==> src/rtl/phase1_sequencer.sv <==
// Phase-1 control for the position/velocity ring force pass: masked, pipelined status
// reduction feeding a LOAD/ROTATE/DRAIN sequencer with drain quiescence filter and watchdog.
module phase1_sequencer #(
  parameter int unsigned N_CELL        = 27,
  parameter int unsigned REDUCE_STAGES = 2,
  parameter int unsigned DRAIN_CYCLES  = 4,
  parameter int unsigned TIMEOUT_W     = 16,
  parameter int unsigned BATCH_W       = 8
) (
  input  logic               clk,
  input  logic               reset,
  input  logic               CTL_READY,
  input  logic [N_CELL-1:0]  cell_en,
  input  logic [N_CELL-1:0]  done_batch,
  input  logic [N_CELL-1:0]  done_all,
  input  logic [N_CELL-1:0]  in_flight,
  input  logic [N_CELL-1:0]  pipe_done,
  input  logic [N_CELL-1:0]  v_rempty,
  output logic [1:0]         dispatch,
  output logic               double_buffer,
  output logic [BATCH_W-1:0] batch_cnt,
  output logic               CTL_DONE,
  output logic               err_timeout
);

  localparam int unsigned BlankW = $clog2(REDUCE_STAGES + 2);
  localparam int unsigned QuietW = $clog2(DRAIN_CYCLES + 1);

  localparam logic [BlankW-1:0]    BlankInit = BlankW'(REDUCE_STAGES + 1);
  localparam logic [QuietW-1:0]    QuietLast = QuietW'(DRAIN_CYCLES - 1);
  localparam logic [TIMEOUT_W-1:0] WdLast    = TIMEOUT_W'((1 << TIMEOUT_W) - 2);

  localparam logic [1:0] DispHold   = 2'b00;
  localparam logic [1:0] DispLoad   = 2'b01;
  localparam logic [1:0] DispRotate = 2'b10;

  typedef enum logic [2:0] {StIdle, StLoad, StRun, StDrain, StDone, StErr} state_e;

  state_e              state_q;
  logic [N_CELL-1:0]   mask_q;
  logic [BlankW-1:0]   blank_q;
  logic [QuietW-1:0]   quiet_q;
  logic [TIMEOUT_W-1:0] wd_q;

  // Flag bit order: {quiet, busy, fin_all, fin_batch}
  logic [3:0] red_in;
  logic [3:0] red_q [REDUCE_STAGES];

  // Masked cells look finished, idle and empty.
  always_comb begin
    red_in    = '0;
    red_in[0] = &(done_batch | ~mask_q);
    red_in[1] = &(done_all | ~mask_q);
    red_in[2] = |(in_flight & mask_q);
    red_in[3] = &((pipe_done & v_rempty) | ~mask_q);
  end

  always_ff @(posedge clk or negedge reset) begin
    if (!reset) begin
      for (int i = 0; i < int'(REDUCE_STAGES); i++) red_q[i] <= '0;
    end else begin
      red_q[0] <= red_in;
      for (int i = 1; i < int'(REDUCE_STAGES); i++) red_q[i] <= red_q[i-1];
    end
  end

  logic fin_batch, fin_all, busy, quiet, flags_live, wd_expire;

  always_comb begin
    fin_batch  = red_q[REDUCE_STAGES-1][0];
    fin_all    = red_q[REDUCE_STAGES-1][1];
    busy       = red_q[REDUCE_STAGES-1][2];
    quiet      = red_q[REDUCE_STAGES-1][3];
    flags_live = (blank_q == '0);
    wd_expire  = (wd_q == WdLast);
  end

  always_ff @(posedge clk or negedge reset) begin
    if (!reset) begin
      state_q       <= StIdle;
      dispatch      <= DispHold;
      double_buffer <= 1'b0;
      batch_cnt     <= '0;
      CTL_DONE      <= 1'b0;
      err_timeout   <= 1'b0;
      mask_q        <= '0;
      blank_q       <= '0;
      quiet_q       <= '0;
      wd_q          <= '0;
    end else begin
      case (state_q)
        StIdle: begin
          if (CTL_READY) begin
            state_q   <= StLoad;
            dispatch  <= DispLoad;
            batch_cnt <= '0;
            mask_q    <= cell_en;
            wd_q      <= '0;
          end
        end
        StLoad: begin
          state_q  <= StRun;
          dispatch <= DispRotate;
          blank_q  <= BlankInit;
          wd_q     <= '0;
          if (batch_cnt != '1) batch_cnt <= batch_cnt + 1'b1;
        end
        StRun: begin
          // Reduced flags still describe the previous batch until the blank window expires.
          if (!flags_live) blank_q <= blank_q - 1'b1;
          if (flags_live && fin_batch && fin_all) begin
            state_q  <= StDrain;
            dispatch <= DispHold;
            quiet_q  <= '0;
            wd_q     <= '0;
          end else if (flags_live && fin_batch) begin
            state_q  <= StLoad;
            dispatch <= DispLoad;
            wd_q     <= '0;
          end else if (wd_expire) begin
            state_q     <= StErr;
            dispatch    <= DispHold;
            err_timeout <= 1'b1;
          end else begin
            wd_q <= wd_q + 1'b1;
          end
        end
        StDrain: begin
          if (!busy && quiet) begin
            wd_q <= '0;
            if (quiet_q == QuietLast) begin
              state_q       <= StDone;
              CTL_DONE      <= 1'b1;
              double_buffer <= ~double_buffer;
              quiet_q       <= '0;
            end else begin
              quiet_q <= quiet_q + 1'b1;
            end
          end else begin
            quiet_q <= '0;
            if (wd_expire) begin
              state_q     <= StErr;
              err_timeout <= 1'b1;
            end else begin
              wd_q <= wd_q + 1'b1;
            end
          end
        end
        StDone: begin
          if (!CTL_READY) begin
            state_q  <= StIdle;
            CTL_DONE <= 1'b0;
          end
        end
        StErr: begin
          dispatch <= DispHold;
          CTL_DONE <= 1'b0;
        end
        default: begin
          state_q  <= StIdle;
          dispatch <= DispHold;
        end
      endcase
    end
  end

endmodule

==> config.mk <==
export PLATFORM = sky130hd
export DESIGN_NAME = phase1_sequencer
export DESIGN_NICKNAME = d
export VERILOG_FILES = /design/src/rtl/phase1_sequencer.sv
export SDC_FILE = /design/constraint.sdc
export NUM_CORES = 1
export LEC_CHECK = 0
export ABC_CLOCK_PERIOD_IN_PS = 5050
export BUFFER_PORTS_ARGS = -buffer_cell sky130_fd_sc_hd__buf_2
export CORE_UTILIZATION = 52
export DETAILED_ROUTE_END_ITERATION = 12
export PLACE_DENSITY = 0.9
export SLEW_MARGIN = 15
export SYNTH_ARGS = -nofsm -noshare
export SYNTH_HDL_FRONTEND = slang
export SYNTH_SLANG_ARGS = --single-unit
==> constraint.sdc <==
create_clock -name clk -period 5.05 [get_ports clk]
set_input_delay 1.01 -clock clk [delete_from_list [all_inputs] [get_ports clk]]
set_output_delay 1.01 -clock clk [all_outputs]
set_load 0.02 [all_outputs]
==> summary.txt, run 1 <==
placed instance area: 5090 µm²
DR WL/cell: 17.2 µm
area occupied by multi-input gates: 2120 µm²
sequential cell area: 1800 µm²
initial antenna violation count: 0
Port Buf Inserts: 177
Worst-Margin Slew: 1060 ps
largest net degree at the start of global routing: 43
Worst Hold Class: flop to flop
critical path class: primary input to flop
DR vias: 4585
CP Capture Type: flop
PostCTS Resize Cnt: 0
simple-gate share of the synthesized area: 0.242
Antenna diodes: 0
H-tree depth: 3
Die W: 91 µm
Top FF cell, synth: dfrtp_1
number of global-route vias before repair: 4368
Max-Cap Viols: 0
hold depth: 0
post-synthesis compound-gate area fraction: 0.248
Cell variety after synth: 64
first-pass GRT wire length: 20500 µm
Via density: 6.06
GRT overflow: 0
final worst path period need: 2390 ps
FF-to-FF End: wd_q[9]
TritonCTS clock tree: yes
R2R depth: 4
r2r setup slk: 2710 ps
synth warn: 0
Post-Syn Instances: 476
Overall Global Routing Usage: 0.319
Post-synth EDFFs: 0
min-delay src: red_q[7]
die area: 8280 µm²
Seq/Total Area, Yosys: 0.437
total core area: 7690 µm²
ys async rst share: 1.00
drt first pass iters: 6
CP required: 5310 ps
largest cells by area after synthesis: dfrtp_1 (44%), nand2_1 (7.7%), o21ai_0 (4.6%), a22oi_1 (4.2%), o22ai_1 (3.3%)
Post-DP HPWL: 10200 µm
share of the synthesized area in the top cell type: 0.437
post-synthesis mux area share: 0.00273
Root Driver: clkbuf_8
flops & latches, synth: 72
final hold violation count: 0
most common cell in the netlist: nand2_1
Peak VDD IR: 0.222 mV
Top-Level Pins: 178
Reg-to-Reg Start: state_q[1]
# DRC: 0
main combinational cell family by area after synthesis: compound AO/OA/AOI/OAI gates
design area: 5250 µm²
worst rel slew slack: 0.286
max-slew violation count: 0
Critical Path AT: 2650 ps
Area growth, synth to finish: 27.5%
std cell rows: 32
Clock Pin Slew Worst Setup and Hold Paths: 70 ps
Syn Nets: 646
Hold Path Sink: quiet
final antenna-violating net count: 0
maximum clock rate: 0.418 GHz
status: finished clean
Die Span Y: 91 µm
# fillers: 640
area leader, netlist: dfrtp_1
Routed WL: 13000 µm
drt first-iter violations: 403
syn_area_per_cell: 8.65 µm²
Power Density: 436 nW/µm²
Synth Area in Adders: 0.0152
nets: 820
Num CTS Buffers: 9
most frequent cells after synthesis: nand2_1 (85), dfrtp_1 (72), o21ai_0 (38), inv_1 (34), a22oi_1 (23)
TritonCTS Sinks: 72
Max Root-Sink Buffers: 2
# setup viols final: 0
post-synthesis xor/xnor area fraction: 0.00425
CTS Hold Bufs: 0
Tcrit/Tclk final: 0.474
Initial Utilization: 0.536
layout cell share with drive strength beyond 1: 0.320
routability cong.: 0.978
peak fanout along the critical path: 33
RSZ-0062 raised after global routing: false
Leakage: 2.56 nW
Critical Path Source Type: primary input
Post-Syn Area: 4120 µm²
Clock Latency Late Sink: 350 ps
Post-CTS Setup Bufs: 0
clock skew: 11.9 ps
post-route setup TNS: 0 ps
==> worst max-delay path: stages <==
cell     delay, ps
buf_2          130
inv_1           80
nor4_4         770
buf_4          450
nand2_1        100
o21ai_0         90
==> power breakdown <==
group / internal (W) / leakage, nW / switching, W
sequential: 0.000740 / 0.933 / 0.000251
combinational: 0.000373 / 1.55 / 0.000537
clock: 0.000172 / 0.0769 / 0.000216
total: 0.00129 / 2.56 / 0.00100
==> cell usage in the layout, fill, tap and decap left out, drive strengths merged, types with 13 or more instances in the layout <==
| cell | synthesis | routed |
|---|---|---|
| buf | 8 | 181 |
| nand2 | 85 | 85 |
| dfrtp | 72 | 72 |
| o21ai | 38 | 38 |
| inv | 34 | 34 |
| a22oi | 23 | 23 |
| o22ai | 22 | 22 |
| a21oi | 22 | 22 |
| nor2 | 15 | 15 |
| nand4 | 14 | 14 |
| nand2b | 13 | 13 |
==> routing by layer <==
layer / global-route usage / share of wire / vias to the layer above
li1: - / - / 2132
met1: 0.385 / 0.39 / 2182
met2: 0.542 / 0.51 / 232
met3: 0.0595 / 0.065 / 39
met4: 0.167 / 0.037 / 0
met5: 0 / 0 / -
==> state kept, by name, summed over array words and instances, names as in the netlist, 2 cells and up <==
name and flops:
red_q 4, batch_cnt 8, mask_q 27, quiet_q 3, state_q 3, blank_q 2, dispatch 2, wd_q 16
==> cell type report <==
| type | count | area share |
|---|---|---|
| sequential | 72 | 0.343 |
| clock inverter | 6 | 0.00715 |
| timing repair buffer | 181 | 0.174 |
| tap | 102 | 0.0243 |
| inverter | 34 | 0.0243 |
| clock buffer | 9 | 0.0236 |
| multi-input combinational | 352 | 0.403 |
==> stage by stage <==
| step | utilization | hold WS (ps) | std cells | setup slack, ps | power, W |
|---|---|---|---|---|---|
| after floorplan | - | 331 | 476 | 2870 | 0.00155 |
| after global placement | 0.662 | 337 | 741 | 2420 | 0.00184 |
| after detailed placement | 0.662 | 336 | 741 | 2310 | 0.00189 |
| after CTS | 0.683 | 351 | 756 | 2690 | 0.00227 |
| after global routing | 0.683 | 359 | 756 | 2480 | 0.00244 |
| final | 0.683 | 349 | 756 | 2660 | 0.00229 |
==> worst max path at each step <==
stage | startpoint | end
after global routing | CTL_READY | mask_q[2]
after CTS | CTL_READY | mask_q[9]
after floorplan | CTL_READY | batch_cnt[2]
after detailed placement | CTL_READY | mask_q[9]
after global placement | CTL_READY | mask_q[17]
final | CTL_READY | mask_q[9]
==> kinds of logic (layout without fill, tap and decap cells) <==
family                   Yosys count  after routing
AO/OA/AOI/OAI                    152            152
XOR/XNOR                           2              2
adder cells (fa/ha/maj)            5              5
buffers and inverters             52            230
flip-flops                        72             72
multiplexers                       1              1
AND/OR/NAND/NOR                  192            192
Power figures use the tool's default switching activity.
==> run 2, diff against run 1 <==
--- a/config.mk
+++ b/config.mk
@@ -5,11 +5,11 @@
 export SDC_FILE = /design/constraint.sdc
 export NUM_CORES = 1
 export LEC_CHECK = 0
-export ABC_CLOCK_PERIOD_IN_PS = 5050
+export ABC_CLOCK_PERIOD_IN_PS = 2300
 export BUFFER_PORTS_ARGS = -buffer_cell sky130_fd_sc_hd__buf_2
-export CORE_UTILIZATION = 52
+export CORE_UTILIZATION = 48
 export DETAILED_ROUTE_END_ITERATION = 12
-export PLACE_DENSITY = 0.9
+export PLACE_DENSITY = 0.85
 export SLEW_MARGIN = 15
 export SYNTH_ARGS = -nofsm -noshare
 export SYNTH_HDL_FRONTEND = slang
==> constraint.sdc (replaced) <==
create_clock -name clk -period 2.3 [get_ports clk]
set_input_delay 0.46 -clock clk [delete_from_list [all_inputs] [get_ports clk]]
set_output_delay 0.46 -clock clk [all_outputs]
set_load 0.02 [all_outputs]
==> summary.txt, run 2 (same netlist as run 1, synthesis figures left out) <==
status: finished clean
Clock Pin Slew Worst Setup and Hold Paths: 70 ps
Clock Latency Late Sink: 340 ps
hold_ws: 127 ps
RSZ-0062 raised after global routing: false
Worst Hold Class: primary input to asynchronous set/reset pin
clock skew: 12.6 ps
Initial Utilization: 0.499
DR vias: 4586
Post-CTS Setup Bufs: 0
Logic pwr share: 0.415
Via density: 5.97
TritonCTS clock tree: yes
pre-CTS setup slack: 73.8 ps
Cell Count, Final, Fillers Out: 768
CTS Hold Bufs: 0
die area: 8960 µm²
Routed WL: 12900 µm
H-tree depth: 3
max reg flops: 27
max-slew violation count: 0
peak fanout along the critical path: 13
Flop pwr share: 0.406
post-route setup TNS: 0 ps
std cell rows: 33
Leakage: 2.62 nW
layout cell share with drive strength beyond 1: 0.326
Worst-Margin Slew: 780 ps
routability cong.: 0.916
biggest regs: mask_q x27, wd_q x16, batch_cnt x8
CP required: 2570 ps
Peak VDD IR: 0.566 mV
PostCTS Resize Cnt: 0
Top-Level Pins: 178
Power Density: 964 nW/µm²
Most flops, register: mask_q
worst rel slew slack: 0.467
design area: 5370 µm²
Sw Ratio: 0.425
largest net degree at the start of global routing: 73
final hold violation count: 0
Critical Path AT: 2480 ps
GRT overflow: 0
worst setup margin: 90.3 ps
CP Capture Type: flop
Overall Global Routing Usage: 0.296
dpl cells: 751
crit-path max cell delay: 530 ps
initial antenna violation count: 1
TritonCTS Sinks: 72
number of global-route vias before repair: 4325
Post-DP HPWL: 10200 µm
Internal: 0.00298 W
placed instance area: 5180 µm²
Tcrit/Tclk final: 0.961
total core area: 8260 µm²
Clock power frac: 0.179
Root Driver: clkbuf_8
Port Buf Inserts: 177
Crit path max-delay family: simple AND/OR/NAND/NOR gates
final worst path period need: 2210 ps
Slowest-stage cell, CP: a2111o_1
Max-Cap Viols: 0
Area growth, synth to finish: 30.3%
nets: 827
DR WL/cell: 16.7 µm
final antenna-violating net count: 0
commonest non-fill, non-tap cell in the layout: buf_2
net switching power: 0.00220 W
Die W: 94.6 µm
Num CTS Buffers: 9
drt first-iter violations: 240
first-pass GRT wire length: 20200 µm
Critical Path Source Type: flop
critical path class: flop to flop
Max Root-Sink Buffers: 2
drt first pass iters: 5
critical path, cell by cell: ha_1 > and4_1 > a2111o_1 > or4_1 > a21oi_1
most frequent cells in the layout: buf_2 (177), nand2_1 (85), dfrtp_1 (72), o21ai_0 (38), inv_1 (34)
# setup viols final: 0
Die Span Y: 94.6 µm
maximum clock rate: 0.453 GHz
count of buffer and inverter cells on the critical path: 0
# DRC: 0
run 2: per-layer routing:
metal / share of wire / global-route usage
met3: 0.061 / 0.0604
met2: 0.50 / 0.501
met5: 0 / 0
met4: 0.044 / 0.165
met1: 0.39 / 0.348
run 2: power by group through the flow:
stage          Clock [W]  Combinational [W]  Sequential, W
4_1_cts         0.000939            0.00213        0.00209
5_1_grt          0.00101            0.00238        0.00215
6_report        0.000928            0.00215        0.00210
2_1_floorplan          0            0.00146        0.00194
3_3_place_gp           0            0.00205        0.00209
3_5_place_dp           0            0.00213        0.00211
run 2: metrics by stage:
step | util | power [W]
after floorplan | - | 0.00340
after global placement | 0.628 | 0.00414
after global routing | 0.650 | 0.00554
after detailed placement | 0.628 | 0.00424
final | 0.650 | 0.00517
after CTS | 0.650 | 0.00516
run 2: path summary, 6_finish.rpt:
| kind | depth (start not counted) | endpoint | from | slack (ps) |
|---|---|---|---|---|
| min in group clk | 3 | mask_q[15] | cell_en[15] | 310 |
| max reg2reg | 5 | batch_cnt[7] | batch_cnt[0] | 90 |
| min reg2reg | 0 | fin_batch | red_q[4] | 370 |
| max in group asynchronous | 2 | wd_q[0] | reset | 1850 |
| max | 5 | batch_cnt[7] | batch_cnt[0] | 90 |
| min | 2 | quiet_q[2] | reset | 130 |
run 2: area by class of cell:
class / count / area (µm²)
flip-flops and latches: 72 / 1800
clock inverters: 4 / 28.8
clock buffers: 12 / 155
diodes: 1 / 2.50
multi-input cells: 352 / 2120
well taps: 105 / 131
inverters: 34 / 128
repair buffers: 188 / 1010
fillers: 720 / 2890
